File: config.mk
export PLATFORM = sky130hd
export DESIGN_NAME = reg_dump_reader
export DESIGN_NICKNAME = d
export VERILOG_FILES = /design/src/rtl/reg_dump_pkg.sv /design/src/rtl/reg_dump_reader.sv
export SDC_FILE = /design/constraint.sdc
export NUM_CORES = 1
export LEC_CHECK = 0
export ABC_CLOCK_PERIOD_IN_PS = 2520
export CAP_MARGIN = 30
export CORE_MARGIN = 5
export CORE_UTILIZATION = 50
export CTS_BUF_LIST = sky130_fd_sc_hd__clkbuf_8
export CTS_CLUSTER_SIZE = 28
export DETAILED_ROUTE_END_ITERATION = 7
export GPL_TIMING_DRIVEN = 0
export MAX_ROUTING_LAYER = met4
export PLACE_DENSITY = 0.94
export SLEW_MARGIN = 20
export SYNTH_ARGS = -nofsm -noshare
export SYNTH_HDL_FRONTEND = slang
export SYNTH_SLANG_ARGS = --single-unit
File: constraint.sdc
create_clock -name clk -period 2.52 [get_ports clk]
set_clock_uncertainty 0.05 [all_clocks]
set_input_delay 0.252 -clock clk [delete_from_list [all_inputs] [get_ports clk]]
set_output_delay 0.252 -clock clk [all_outputs]
set_load 0.005 [all_outputs]
File: src/rtl/reg_dump_pkg.sv
// rtl/reg_dump_pkg.sv - shared states and constants for the register dump reader
package reg_dump_pkg;

    localparam int REG_AW = 4;
    localparam int REG_DW = 32;
    localparam int PC_REG = 15;

    typedef enum logic [2:0] {
        IDLE     = 3'd0,
        READ     = 3'd1,
        SEND_LO  = 3'd2,
        SEND_HI  = 3'd3,
        SEND_CHK = 3'd4,
        DONE     = 3'd5
    } state_t;

endpackage

File: src/rtl/reg_dump_reader.sv
// rtl/reg_dump_reader.sv - walks the register bank in pairs and streams the words out (optional REG_DUMP_CHECKSUM_EN)
module reg_dump_reader
    import reg_dump_pkg::*;
#(
    parameter int NREGS = 16,
    parameter int DW    = REG_DW,
    parameter int AW    = REG_AW
) (
    input  logic          clk,
    input  logic          rst,
    input  logic          start,
    output logic          busy,
    output logic          done,
    output logic [AW-1:0] A1,
    output logic [AW-1:0] A2,
    input  logic [DW-1:0] RD1,
    input  logic [DW-1:0] RD2,
    output logic [DW-1:0] out_data,
    output logic          out_valid,
    input  logic          out_ready,
    output logic          out_last
);

    state_t        state;
    state_t        state_nxt;
    logic [AW-1:0] ptr;
    logic [DW-1:0] lo;
    logic [DW-1:0] hi;
    logic          last_pair;

`ifdef REG_DUMP_CHECKSUM_EN
    logic [DW-1:0] acc;
`endif

    // Both read ports are addressed straight from the pair pointer
    assign A1        = ptr;
    assign A2        = ptr + AW'(1);
    assign last_pair = (ptr == AW'(NREGS - 2));

    // State register
    always_ff @(posedge clk) begin
        if (rst) begin
            state <= IDLE;
        end else begin
            state <= state_nxt;
        end
    end

    // Next-state and stream outputs; out_valid is a pure function of state
    always_comb begin
        state_nxt = state;
        busy      = 1'b0;
        done      = 1'b0;
        out_valid = 1'b0;
        out_data  = '0;
        out_last  = 1'b0;
        case (state)
            IDLE: begin
                if (start) begin
                    state_nxt = READ;
                end
            end
            READ: begin
                busy      = 1'b1;
                state_nxt = SEND_LO;
            end
            SEND_LO: begin
                busy      = 1'b1;
                out_valid = 1'b1;
                out_data  = lo;
                if (out_ready) begin
                    state_nxt = SEND_HI;
                end
            end
            SEND_HI: begin
                busy      = 1'b1;
                out_valid = 1'b1;
                out_data  = hi;
`ifdef REG_DUMP_CHECKSUM_EN
                out_last  = 1'b0;
                if (out_ready) begin
                    state_nxt = last_pair ? SEND_CHK : READ;
                end
`else
                out_last  = last_pair;
                if (out_ready) begin
                    state_nxt = last_pair ? DONE : READ;
                end
`endif
            end
            SEND_CHK: begin
`ifdef REG_DUMP_CHECKSUM_EN
                busy      = 1'b1;
                out_valid = 1'b1;
                out_data  = acc;
                out_last  = 1'b1;
                if (out_ready) begin
                    state_nxt = DONE;
                end
`else
                state_nxt = IDLE;
`endif
            end
            DONE: begin
                done      = 1'b1;
                state_nxt = IDLE;
            end
            default: begin
                state_nxt = IDLE;
            end
        endcase
    end

    // Pair pointer, snapshot buffers and running checksum
    always_ff @(posedge clk) begin
        if (rst) begin
            ptr <= '0;
            lo  <= '0;
            hi  <= '0;
`ifdef REG_DUMP_CHECKSUM_EN
            acc <= '0;
`endif
        end else begin
            case (state)
                IDLE: begin
                    if (start) begin
                        ptr <= '0;
`ifdef REG_DUMP_CHECKSUM_EN
                        acc <= '0;
`endif
                    end
                end
                READ: begin
                    // Both halves of a pair come from the same bank cycle
                    lo <= RD1;
                    hi <= RD2;
                end
                SEND_LO: begin
`ifdef REG_DUMP_CHECKSUM_EN
                    if (out_ready) begin
                        acc <= acc ^ lo;
                    end
`endif
                end
                SEND_HI: begin
                    if (out_ready) begin
`ifdef REG_DUMP_CHECKSUM_EN
                        acc <= acc ^ hi;
`endif
                        if (!last_pair) begin
                            ptr <= ptr + AW'(2);
                        end
                    end
                end
                default: begin
                end
            endcase
        end
    end

endmodule

==> results.ini, run 1 <==
[status]
status=complete, no violations

[placed_design]
globalplace.congestion=0.866
dpl.hpwl_um=6540
preCtsSetupSlack_ns=0.356
io_buffers=108

[pwr]
power_uw=2510
leakagePower_uw=0.00162
p_per_area_nw_per_um2=559
peakVddDrop_uv=425

[drt]
drc=0
routed-via-count=3060
antenna_left=0
wl_per_cell_um=15.2
drt_pass1_iterations=4
drtIter0Drc=131
viasPerCell=5.16
wl_um=9040

[hold_path]
hp-class=in -> reg

[timing]
setup_violations=0
slew_headroom_pct=65.2
period_minus_slack_ns=2.36
finalHoldViolCount=0
timing.final.crit_share_pct=93.6
holdWs_ns=0.269
drv_slew=0
fmax_mhz=424
setup_ws_ns=0.161
tightestPinTransition_ns=0.522
rsz0062_at_grt=false
finalSetupTns_ns=0

[clock_network]
cts.sinks=70
post_cts_buffers=0
insertion_delay_ns=0.34
numCtsBuffers=9
cts_max_path_buffers=2
cts_tree=built
htree_num_levels=3
path_clk_slew_ns=0.08
cts-hold-fix-buffers=0
cts_root_buf=clkbuf_8

[synth]
syn_avg_cell_area_sq_um=7.91
synth_ff_type=dfxtp_1
ys_top_cells_by_count=nand2_1, dfxtp_1, a21oi_1, nor2_1, mux2i_1
post_synth_instance_area_sq_um=3130
synth_edf_count=0
synthTopCellsByArea=dfxtp_1, nand2_1, mux2i_1
ys_seq_area_share_pct=44.7
ys_warn_count=0
synth.distinct_cells=27
synth_top_area_share_pct=44.7
synth_seq_cells=70
synth_top_area_cell=dfxtp_1
async_reset_ff_share_pct=0
yosysMostFrequentCell=nand2_1
syn-instance-count=396
syn_nets=465

[grt]
grt_first_pass_wirelength_um=14500
grt_usage_pct=24.7
grt_overflow=0
grt_max_degree=11
antenna_found_initial=0
grt_pass1_vias=3063

[floorplan]
initial_utilization_pct=52.3
die_h_um=89.2
core_sq_um=5990
dieArea_sq_um=7950
rows=28
dieWidth_um=89.2
io_pins=112

[layout]
antenna_cells=0
nets=584
fin_util_pct=75.0
area_growth_pct=43.3
drive_above_1_share_pct=8.11

[worst_setup_path]
required_ns=2.22
arrival_ns=2.06
critical_path.max_fanout=10
crit_type=reg -> out
end_kind=output pin
critPathLaunchType=register

[job]
drv_cap=0

[layout by cell type, fill, tap and decap left out, types with 2 or more instances in the layout]
| master | synthesis | final |
|---|---|---|
| buf_6 | 2 | 4 |
| buf_4 | 12 | 10 |
| conb_1 | 2 | 2 |
| nor2_1 | 35 | 35 |
| clkbuf_1 | 10 | 9 |
| or3b_1 | 2 | 2 |
| nand4b_1 | 2 | 2 |
| o21ai_0 | 2 | 2 |
| dfxtp_1 | 70 | 70 |
| nand2_1 | 129 | 129 |
| and3b_1 | 2 | 2 |
| inv_1 | 2 | 3 |
| buf_8 | 6 | 6 |
| a21oi_1 | 65 | 65 |
| clkbuf_8 | 0 | 12 |
| and3_1 | 2 | 2 |
| nand2b_1 | 4 | 4 |
| mux2i_1 | 33 | 33 |
| clkdlybuf4s50_1 | 0 | 108 |
| buf_2 | 7 | 7 |
[report_power, final]
group	internal (uW)	total [uW]	leakage (uW)	switching, uW
sequential	1170	1210	0.000570	38.2
clock	422	813	0.0000955	391
combinational	252	487	0.000959	235
total	1850	2510	0.00162	664
[critical path: stages, from the launching register on]
cell and delay, ns:
dfxtp_1 0.31, buf_6 0.13, nand2b_1 0.13, clkbuf_1 0.17
clkbuf_2 0.26, nor2_1 0.19, clkdlybuf4s50_1 0.52
[sequential cells by signal, indices dropped and copies added, names as in the netlist]
name / count
hi: 32
lo: 32
A1: 3
state: 3
[stage by stage]
step | area (sq um) | std cells
global route | 4490 | 593
global placement | 4310 | 579
CTS | 4480 | 593
floorplan | 3130 | 396
detailed placement | 4310 | 579
finish | 4490 | 593
[repair_timing]
item,CTS,global route
hold endpoints to repair,0,0
endpoints found under the setup margin,7,1
gates resized for setup,1,2
pin swaps,0,0
[final cells by class]
cell class | count | area [sq um]
Sequential cell | 70 | 1400
Inverter | 2 | 7.51
Buffer | 37 | 284
Fill cell | 434 | 1500
Timing Repair Buffer | 108 | 1080
Clock buffer | 12 | 165
Clock inverter | 2 | 8.76
Multi-Input combinational cell | 287 | 1450
Tap cell | 75 | 93.8
[cell families (layout without fill, tap and decap cells)]
| family | count (synthesis) | count (layout) | share of synthesized area, % |
|---|---|---|---|
| AOI/OAI and AO/OA | 70 | 70 | 11.6 |
| adders and majority gates | 1 | 1 | 0.399 |
| buffers and inverters | 39 | 161 | 9.02 |
| DFF | 70 | 70 | 44.7 |
| muxes | 33 | 33 | 10.5 |
| other | 2 | 2 | 0.240 |
| and+or+nand+nor | 181 | 181 | 23.5 |
[per-layer routing]
metal / wire length, um / GRT usage (%)
met1: 3620 / 29.7
met2: 4560 / 40.9
met4: 163 / 8.80
met5: 0 / -
met3: 689 / 5.25
[final timing paths]
check,from,slack (ns),depth (start not counted),to
max,state[2]$_SDFFE_PP0P_,0.16,6,out_data[27]
min reg2reg,lo[24]$_SDFFE_PP0N_,0.40,2,lo[24]$_SDFFE_PP0N_
max reg2reg,state[2]$_SDFFE_PP0P_,0.97,6,hi[25]$_SDFFE_PP0N_
min,rst,0.27,3,A1[1]$_SDFFE_PP0P_
Note: power is estimated with default switching activity, not from simulation.
==> run 2, diff against run 1 <==
PLACE_DENSITY = 0.88   (was 0.94)
==> results.ini, run 2 (synthesized netlist as in run 1, its figures left out) <==
[timing]
finalHoldViolCount=0
setup_violations=0
slew_headroom_pct=64.0
drv_slew=0
rsz0062_at_grt=false
finalSetupTns_ns=0
period_minus_slack_ns=2.42
tightestPinTransition_ns=0.540
timing.final.crit_share_pct=96.2
fmax_mhz=412

[floorplan]
dieWidth_um=89.2
dieArea_sq_um=7950
io_pins=112
core_sq_um=5990
rows=28
initial_utilization_pct=52.3
die_h_um=89.2

[clock_network]
insertion_delay_ns=0.33
numCtsBuffers=9
cts_root_buf=clkbuf_8
cts.sinks=70
post_cts_buffers=0
cts_tree=built
cts_max_path_buffers=2
htree_num_levels=3
path_clk_slew_ns=0.07
cts-hold-fix-buffers=0

[pwr]
power_frac_clock_pct=31.4
power_frac_comb_pct=19.6
leakagePower_uw=0.00163
p_per_area_nw_per_um2=551
seqPwrFrac_pct=49.0
p_int_uw=1820
power_switching_uw=652
switching_share_pct=26.4
peakVddDrop_uv=415

[hold_path]
hp-class=in -> reg

[drt]
wl_um=8890
drc=0
antenna_left=0
drtIter0Drc=174
drt_pass1_iterations=4
routed-via-count=3062
viasPerCell=5.15
wl_per_cell_um=15.0

[placed_design]
dpl.hpwl_um=6390
io_buffers=108
globalplace.congestion=0.823
dp.cells=579

[layout]
antenna_cells=0
layout_commonest_cell=nand2_1
final_cell_mix=nand2_1, clkdlybuf4s50_1, dfxtp_1
nets=584
nFillCells=446
drive_above_1_share_pct=7.90
reg_top3=hi (32), lo (32)
layout.cells.non_filler=594
area_growth_pct=43.0

[grt]
antenna_found_initial=0
grt_usage_pct=23.7
grt_overflow=0
grt_first_pass_wirelength_um=14100
grt_pass1_vias=3042
grt_max_degree=11

[worst_setup_path]
required_ns=2.22
arrival_ns=2.12
end_kind=output pin
critical_path.max_fanout=10
crit_type=reg -> out
critPathLaunchType=register

[status]
status=complete, no violations

[job]
drv_cap=0

[run 2: layer usage]
| metal | GRT usage (%) | part of all wire [%] | up-vias | routed length (um) |
|---|---|---|---|---|
| met3 | 3.50 | 5.9 | 15 | 528 |
| met5 | - | 0 | - | 0 |
| met2 | 39.5 | 50 | 94 | 4460 |
| li1 | - | - | 1529 | - |
| met4 | 8.93 | 2.2 | 0 | 193 |
| met1 | 28.9 | 42 | 1424 | 3710 |
[run 2: path summary, 6_finish.rpt]
| path | endpoint | from | slack, ns | cells past startpoint |
|---|---|---|---|---|
| worst max-delay path | out_data[7] | state[0]$_SDFFE_PP0P_ | 0.1 | 6 |
| worst min-delay path | A1[2]$_SDFFE_PP0P_ | rst | 0.29 | 3 |
| worst max register to register | lo[18]$_SDFFE_PP0N_ | state[0]$_SDFFE_PP0P_ | 1.01 | 6 |
| worst min register to register | hi[28]$_SDFFE_PP0N_ | hi[28]$_SDFFE_PP0N_ | 0.40 | 2 |
[run 2: cell type report]
class / count / area, sq um / area share, %
plain buffers: 37 / 280 / 6.25
clock buffers: 11 / 151 / 3.38
clock inverters: 4 / 16.3 / 0.363
inverters: 2 / 7.51 / 0.168
multi-input cells: 287 / 1450 / 32.4
flip-flops and latches: 70 / 1400 / 31.3
well taps: 75 / 93.8 / 2.09
repair buffers: 108 / 1080 / 24.1
[run 2: power groups by stage]
stage	registers (uW)	clock network, uW	logic, uW
after floorplan	1220	0	278
after global placement	1230	0	469
after detailed placement	1230	0	478
after CTS	1210	783	484
after global routing	1220	839	530
final	1210	775	485
[run 2: timing repair]
item                       CTS  global route
pin swaps                    0             0
setup endpoints to repair    8             1
gates resized for setup      1             1
gates cloned                 0             0
hold endpoints to repair     0             0
[run 2: per-stage QoR]
stage          cell area (sq um)  worst slack, ns  utilization (%)  hold WS [ns]  power (uW)
2_1_floorplan               3130             1.15                -         0.338        1500
3_3_place_gp                4310            0.416             71.9         0.391        1700
3_5_place_dp                4310            0.353             71.9         0.397        1710
4_1_cts                     4480            0.108             74.7         0.278        2480
5_1_grt                     4480          0.00170             74.8         0.316        2590
6_report                    4480           0.0953             74.8         0.292        2470
[run 2: worst max-delay path, cell delays in order, from the launching register on]
cell and delay [ns]:
dfxtp_1 0.31, buf_2 0.14, buf_2 0.27, buf_4 0.29
mux2i_1 0.25, nor2_1 0.07, clkdlybuf4s50_1 0.45
